`src/rtl/seq_timer_dev_pkg.sv`:
```
// Shared definitions for the sequencer countdown-timer device.
// Holds widths, the command word layout, opcode and readback-select
// encodings, the control state encoding and debug name decoders.
package seq_timer_dev_pkg;

    localparam int unsigned DATA_W = 8;
    localparam int unsigned OP_W   = 4;
    localparam int unsigned CMD_W  = OP_W + DATA_W;
    localparam int unsigned SEL_W  = 2;

    // Command word as presented on the sequencer output register
    typedef struct packed {
        logic [OP_W-1:0]   op;
        logic [DATA_W-1:0] arg;
    } cmd_t;

    typedef enum logic [1:0] {
        ST_RESET = 2'd0,
        ST_IDLE  = 2'd1,
        ST_RUN   = 2'd2,
        ST_ERROR = 2'd3
    } state_e;

    localparam logic [OP_W-1:0] OP_NOP   = OP_W'(0);
    localparam logic [OP_W-1:0] OP_LDP   = OP_W'(1);
    localparam logic [OP_W-1:0] OP_LDC   = OP_W'(2);
    localparam logic [OP_W-1:0] OP_START = OP_W'(3);
    localparam logic [OP_W-1:0] OP_STOP  = OP_W'(4);
    localparam logic [OP_W-1:0] OP_CLR   = OP_W'(5);
    localparam logic [OP_W-1:0] OP_SEL   = OP_W'(6);

    localparam logic [SEL_W-1:0] SEL_COUNT    = SEL_W'(0);
    localparam logic [SEL_W-1:0] SEL_PRESCALE = SEL_W'(1);
    localparam logic [SEL_W-1:0] SEL_FLAGS    = SEL_W'(2);
    localparam logic [SEL_W-1:0] SEL_RELOAD   = SEL_W'(3);

    // Five-character ASCII names for waveform viewing
    function automatic logic [39:0] state_name(input state_e s);
        logic [39:0] n;
        case (s)
            ST_RESET: n = "RESET";
            ST_IDLE:  n = "IDLE ";
            ST_RUN:   n = "RUN  ";
            default:  n = "ERROR";
        endcase
        return n;
    endfunction

    function automatic logic [39:0] op_name(input logic [OP_W-1:0] op);
        logic [39:0] n;
        case (op)
            OP_NOP:   n = "NOP  ";
            OP_LDP:   n = "LDP  ";
            OP_LDC:   n = "LDC  ";
            OP_START: n = "START";
            OP_STOP:  n = "STOP ";
            OP_CLR:   n = "CLR  ";
            OP_SEL:   n = "SEL  ";
            default:  n = "ILLEG";
        endcase
        return n;
    endfunction

endpackage

```
`src/rtl/seq_timer_dev_prescaler.sv`:
```
// 8-bit prescaler down-counter for the timer device.
// Ports: clock/reset (sync, active-high); load/load_val overwrite the
// counter; run lets it count down; tick (combinational) is high while
// running with the counter at zero. The owner reloads on tick via load.
module seq_timer_dev_prescaler
    import seq_timer_dev_pkg::*;
(
    input  logic              clock,
    input  logic              reset,
    input  logic              load,
    input  logic [DATA_W-1:0] load_val,
    input  logic              run,
    output logic              tick
);

    logic [DATA_W-1:0] pcnt_q;
    logic [DATA_W-1:0] pcnt_d;

    assign tick = run && (pcnt_q == '0);

    // Load has priority; otherwise count down and park at zero
    always_comb begin
        pcnt_d = pcnt_q;
        if (load) begin
            pcnt_d = load_val;
        end else if (run && (pcnt_q != '0)) begin
            pcnt_d = pcnt_q - DATA_W'(1);
        end
    end

    always_ff @(posedge clock) begin
        if (reset) begin
            pcnt_q <= '0;
        end else begin
            pcnt_q <= pcnt_d;
        end
    end

endmodule

```
`src/rtl/seq_timer_dev.sv`:
```
// Countdown timer device on a sequencer output slot.
// Ports: clock, reset (sync, active-high); cmd {op,arg} qualified by
// cmd_wen; rdata registered readback selected by SEL; expired sticky
// expiry flag; error high while the device sits in Error.
module seq_timer_dev
    import seq_timer_dev_pkg::*;
#(
    parameter bit RELOAD_EN = 1'b1
) (
    input  logic              clock,
    input  logic              reset,
    input  logic [CMD_W-1:0]  cmd,
    input  logic              cmd_wen,
    output logic [DATA_W-1:0] rdata,
    output logic              expired,
    output logic              error
);

    state_e            state_q, state_d;
    logic [DATA_W-1:0] count_q, count_d;
    logic [DATA_W-1:0] reload_q, reload_d;
    logic [DATA_W-1:0] prescale_q, prescale_d;
    logic [SEL_W-1:0]  sel_q, sel_d;
    logic [DATA_W-1:0] rdata_q, rdata_d;
    logic              expired_q, expired_d;
    logic              error_q, error_d;

    logic              pre_load;
    logic [DATA_W-1:0] pre_load_val;
    logic              pre_run;
    logic              tick;

    cmd_t cmd_s;
    logic cmd_act;
    logic is_ldp, is_ldc, is_start, is_stop, is_clr, is_sel, is_ill;
    logic expire_c;

    logic [39:0] dbg_state_unused;
    logic [39:0] dbg_op_unused;

    // Command decode: only acted on in Idle/Run with the write enable high
    assign cmd_s    = cmd;
    assign cmd_act  = cmd_wen && ((state_q == ST_IDLE) || (state_q == ST_RUN));
    assign is_ldp   = cmd_act && (cmd_s.op == OP_LDP);
    assign is_ldc   = cmd_act && (cmd_s.op == OP_LDC);
    assign is_start = cmd_act && (cmd_s.op == OP_START);
    assign is_stop  = cmd_act && (cmd_s.op == OP_STOP);
    assign is_clr   = cmd_act && (cmd_s.op == OP_CLR);
    assign is_sel   = cmd_act && (cmd_s.op == OP_SEL);
    assign is_ill   = cmd_act && (cmd_s.op > OP_SEL);
    assign expire_c = tick && (count_q == '0);

    // START restarts the phase and STOP freezes it, so both mask the tick
    assign pre_run = (state_q == ST_RUN) && !is_start && !is_stop;

    seq_timer_dev_prescaler u_prescaler (
        .clock    (clock),
        .reset    (reset),
        .load     (pre_load),
        .load_val (pre_load_val),
        .run      (pre_run),
        .tick     (tick)
    );

    // State register
    always_ff @(posedge clock) begin
        if (reset) begin
            state_q <= ST_RESET;
        end else begin
            state_q <= state_d;
        end
    end

    // Next-state logic
    always_comb begin
        state_d = state_q;
        case (state_q)
            ST_RESET: state_d = ST_IDLE;
            ST_IDLE: begin
                if (is_ill)        state_d = ST_ERROR;
                else if (is_start) state_d = ST_RUN;
            end
            ST_RUN: begin
                if (is_ill)                      state_d = ST_ERROR;
                else if (is_stop)                state_d = ST_IDLE;
                else if (expire_c && !RELOAD_EN) state_d = ST_IDLE;
            end
            ST_ERROR: state_d = ST_ERROR;
            default:  state_d = ST_ERROR;
        endcase
    end

    // Datapath / output logic; later assignments carry the priority
    always_comb begin
        count_d      = count_q;
        reload_d     = reload_q;
        prescale_d   = prescale_q;
        sel_d        = sel_q;
        expired_d    = expired_q;
        error_d      = 1'b0;
        pre_load     = 1'b0;
        pre_load_val = prescale_q;

        if (is_clr) expired_d = 1'b0;

        if (tick) begin
            pre_load = 1'b1;
            if (count_q != '0) begin
                count_d = count_q - DATA_W'(1);
            end else begin
                expired_d = 1'b1;
                if (RELOAD_EN) count_d = reload_q;
            end
        end

        if (is_ldp) begin
            prescale_d   = cmd_s.arg;
            pre_load     = 1'b1;
            pre_load_val = cmd_s.arg;
        end
        if (is_ldc) begin
            count_d  = cmd_s.arg;
            reload_d = cmd_s.arg;
        end
        if (is_start) pre_load = 1'b1;
        if (is_sel)   sel_d    = cmd_s.arg[SEL_W-1:0];

        case (sel_q)
            SEL_COUNT:    rdata_d = count_q;
            SEL_PRESCALE: rdata_d = prescale_q;
            SEL_FLAGS:    rdata_d = DATA_W'({error_q, expired_q});
            SEL_RELOAD:   rdata_d = reload_q;
            default:      rdata_d = '0;
        endcase

        // Error clears everything from the entry edge onward
        if (state_d == ST_ERROR) begin
            count_d      = '0;
            reload_d     = '0;
            prescale_d   = '0;
            expired_d    = 1'b0;
            rdata_d      = '0;
            error_d      = 1'b1;
            pre_load     = 1'b1;
            pre_load_val = '0;
        end
    end

    always_ff @(posedge clock) begin
        if (reset) begin
            count_q    <= '0;
            reload_q   <= '0;
            prescale_q <= '0;
            sel_q      <= '0;
            rdata_q    <= '0;
            expired_q  <= 1'b0;
            error_q    <= 1'b0;
        end else begin
            count_q    <= count_d;
            reload_q   <= reload_d;
            prescale_q <= prescale_d;
            sel_q      <= sel_d;
            rdata_q    <= rdata_d;
            expired_q  <= expired_d;
            error_q    <= error_d;
        end
    end

    assign rdata   = rdata_q;
    assign expired = expired_q;
    assign error   = error_q;

    // Debug names for waveform viewing
    always_comb begin
        dbg_state_unused = state_name(state_q);
        dbg_op_unused    = op_name(cmd_s.op);
    end

endmodule

```
`config.mk`:
```
export PLATFORM = sky130hd
export DESIGN_NAME = seq_timer_dev
export DESIGN_NICKNAME = d
export VERILOG_FILES = /design/src/rtl/seq_timer_dev_pkg.sv /design/src/rtl/seq_timer_dev_prescaler.sv /design/src/rtl/seq_timer_dev.sv
export SDC_FILE = /design/constraint.sdc
export NUM_CORES = 1
export LEC_CHECK = 0
export CAP_MARGIN = 20
export CORE_MARGIN = 2
export CORE_UTILIZATION = 40
export CTS_CLUSTER_DIAMETER = 30
export DETAILED_ROUTE_END_ITERATION = 10
export PLACE_DENSITY = 0.61
export SLEW_MARGIN = 20
export SYNTH_ARGS = -nofsm -noshare
export SYNTH_HDL_FRONTEND = slang
export SYNTH_HIERARCHICAL = 1
export SYNTH_SLANG_ARGS = --single-unit
```
`constraint.sdc`:
```
create_clock -name clock -period 3.7 [get_ports clock]
set_input_delay 0.37 -clock clock [delete_from_list [all_inputs] [get_ports clock]]
set_output_delay 0.37 -clock clock [all_outputs]
set_load 0.05 [all_outputs]
```
==> results of run 1 <==
-- cells in the final DEF, fill, tap and decap left out, types with 2 or more instances in the layout --
cell type,n
nor4b_2,2
nor2b_1,3
clkdlybuf4s50_1,24
nand2_1,29
nand2b_1,4
nor3b_1,3
ha_1,7
or3_1,4
buf_4,6
o211ai_1,3
o21ai_0,13
and3_1,2
nand3_1,9
or4_1,2
a21oi_1,26
nor3_1,5
clkbuf_8,6
mux2_2,8
inv_1,12
mux2i_1,10
a22oi_1,7
nor2_1,37
or4b_1,2
a31oi_1,2
mux4_2,2
a211o_2,2
o21a_1,2
dfxtp_1,46
nand4_1,2
a221o_1,2
o31ai_1,2
a211oi_1,2
a311oi_1,2
-- state kept, by name (all words and copies together), names as in the netlist --
register,flops
rdata,8
state_q,2
reload_q,8
sel_q,2
expired,1
count_q,8
prescale_q,8
error,1
u_prescaler/pcnt_q,8
-- worst max path at each step --
stage,slack [ps],depth (start not counted),to
after floorplan,460,13,u_prescaler/pcnt_q[7]$_SDFFE_PP0P_
after global placement,350,11,count_q[7]$_SDFFE_PP0P_
after detailed placement,250,11,count_q[7]$_SDFFE_PP0P_
after CTS,310,12,count_q[7]$_SDFFE_PP0P_
after global routing,30,12,count_q[7]$_SDFFE_PP0P_
final,240,12,count_q[7]$_SDFFE_PP0P_
-- layout make-up --
cell class              count  area [um^2]  area share [%]
multi-input cells         219         1470            50.5
clock buffers               6         82.6            2.84
repair buffers             30          285            9.81
clock inverters             2         12.5           0.430
inverters                  12         45.0            1.55
well taps                  75         93.8            3.23
flip-flops and latches     46          921            31.7
-- cells in the mapped netlist, types with 5 or more instances --
library cell and instances:
inv_1 12, a22oi_1 7, a21oi_1 26, nand3_1 9, nor3_1 5, buf_2 5
ha_1 7, nor2_1 37, clkbuf_1 7, dfxtp_1 46, o21ai_0 13, mux2i_1 10
nand2_1 29, mux2_2 8
-- where the power goes --
group / total, uW / switching (uW) / internal, uW
registers: 511 / 9.30 / 502
clock network: 327 / 177 / 150
logic: 112 / 64.0 / 48.0
-- through the flow --
step / setup WS (ps) / util [%]
after floorplan: 464 / -
after detailed placement: 245 / 47.2
after CTS: 315 / 48.8
after global routing: 32.9 / 48.8
after global placement: 347 / 47.2
final: 244 / 48.8
-- routing by layer --
| metal | routed length [um] | global-route usage (%) | vias up |
|---|---|---|---|
| met5 | 0 | 0 | - |
| met4 | 66 | 6.41 | 0 |
| met3 | 200 | 3.38 | 7 |
| met2 | 2710 | 27.7 | 37 |
| met1 | 2970 | 24.5 | 1038 |
| li1 | - | - | 1099 |
-- worst max-delay path, cell delays in order, from the launching register on --
cell and delay (ps):
dfxtp_1 410, inv_1 90, ha_1 390, nand3b_4 140
or3_4 150, o311a_1 310, inv_1 130, nor3_1 410
or4b_1 560, nor3_1 240, a21oi_1 100, a311o_1 320
a21oi_1 130
-- logic make-up after synthesis --
kind of cell             count (synthesis)  synth area share (%)
XOR/XNOR                                 1                 0.351
buffers and inverters                   26                  4.47
AND/OR/NAND/NOR                        114                  23.5
AO/OA/AOI/OAI                           77                  21.7
multiplexers                            20                  9.44
adder cells (fa/ha/maj)                  7                  3.51
flip-flops                              46                  36.9
==> results_dict.tcl, run 1 <==
set metrics [dict create \
    synth_nets 313 \
    ys.flop_type "dfxtp_1" \
    clk_pin_slew_ps 90 \
    worst_hold_slack_ps 477 \
    dp_hpwl_mm 4.36 \
    drt_iter0_drc 121 \
    synth_seq_cells 46 \
    async_reset_ff_share_pct 0 \
    end_kind "flip-flop" \
    setup_viol 0 \
    core_area_um2 5960 \
    cts_sinks 46 \
    worst_pin_slew_ps 710 \
    cts_resized 0 \
    final_area_um2 2910 \
    first_pass_iters 4 \
    die_h_um 82.9 \
    nets 336 \
    fmax_mhz 289 \
    synth_largest_area_cell "dfxtp_1" \
    vias 2181 \
    power_leakage_uw 0.00103 \
    clock_latency_ps 310 \
    holdPathEnd "reload_q[6]$_SDFFE_PP0P_" \
    yosysWarnings 6 \
    synth_edf_count 0 \
    portBuffers 24 \
    dp.cells 382 \
    hold_depth 2 \
    cp.required_ps 3950 \
    gp_congestion 0.835 \
    fillCellCount 578 \
    synthCells 291 \
    status "finished clean" \
    yosysSeqAreaShare_pct 36.9 \
    row_count 28 \
    cts_made_buffers 5 \
    setup_tns_ps 0 \
    grt_setup_unrepaired "false" \
    drv_slew 0 \
    grt.total_usage_pct 17.8 \
    period_minus_slack_ps 3460 \
    max-cap-violations 0 \
    postRouteWirelength_mm 5.95 \
    area_growth_pct 16.6 \
    dieArea_um2 6880 \
    powerDensity_nw_per_um2 327 \
    ir_drop_mv 0.196 \
    avgSynthCellArea_um2 8.56 \
    grt_max_degree 34 \
    period_share_pct 93.4 \
    fin_skew_ps 8.30 \
    cts_tree "done" \
    cp_max_fo 6 \
    worstSetupStartpointType "flip-flop" \
    cts.path.max_buffers 2 \
    r2r_slack_ps 240 \
    diodes 0 \
    reg2reg_from "state_q[0]$_SDFF_PP0_" \
    ant_nets 0 \
    cts_hold_repair.buffers 0 \
    hp-class "flip-flop to flip-flop" \
    reg2reg_to "count_q[7]$_SDFFE_PP0P_" \
    cts_setup_buffers 0 \
    cp_data_arrival_time_ps 3700 \
    synth_area_um2 2490 \
    h-tree-depth 2 \
    fin_total_pwr_uw 951 \
    antenna_found_initial 0 \
    synthTopCellsByArea "dfxtp_1 (37%), nor2_1 (5.6%), a21oi_1 (5.2%)" \
    overflow 0 \
    die_w_um 82.9 \
    hold_violations 0 \
    relSlewSlack_pct 52.6 \
    ys_types 60 \
    worst_r2r_path_depth 12 \
    viasPerCell 5.59 \
    layoutNonFillerInstCount 390 \
    cts_root_buf "clkbuf_8" \
    synth_top_area_share_pct 36.9 \
    grt_pass1_vias 2060 \
    place_area_um2 2810 \
    grt_first_pass_wirelength_mm 10.1 \
    drc_errors 0 \
    hp-start "reload_q[6]$_SDFFE_PP0P_" \
    initial_utilization_pct 41.8 \
    io_pins 25 \
    worst-setup-path-type "flip-flop to flip-flop" \
    drive_above_1_share_pct 12.4 \
    wire_per_inst_um 15.2 \
    startpoint "state_q[0]$_SDFF_PP0_" \
]
Power figures use the tool's default switching activity.
==> run 2, diff against run 1 <==
--- a/config.mk
+++ b/config.mk
@@ -5,7 +5,6 @@
 export SDC_FILE = /design/constraint.sdc
 export NUM_CORES = 1
 export LEC_CHECK = 0
-export CAP_MARGIN = 20
 export CORE_MARGIN = 2
 export CORE_UTILIZATION = 40
 export CTS_CLUSTER_DIAMETER = 30
==> results of run 2 <==
The final DEF is identical to that of run 1; final timing and power are the same.
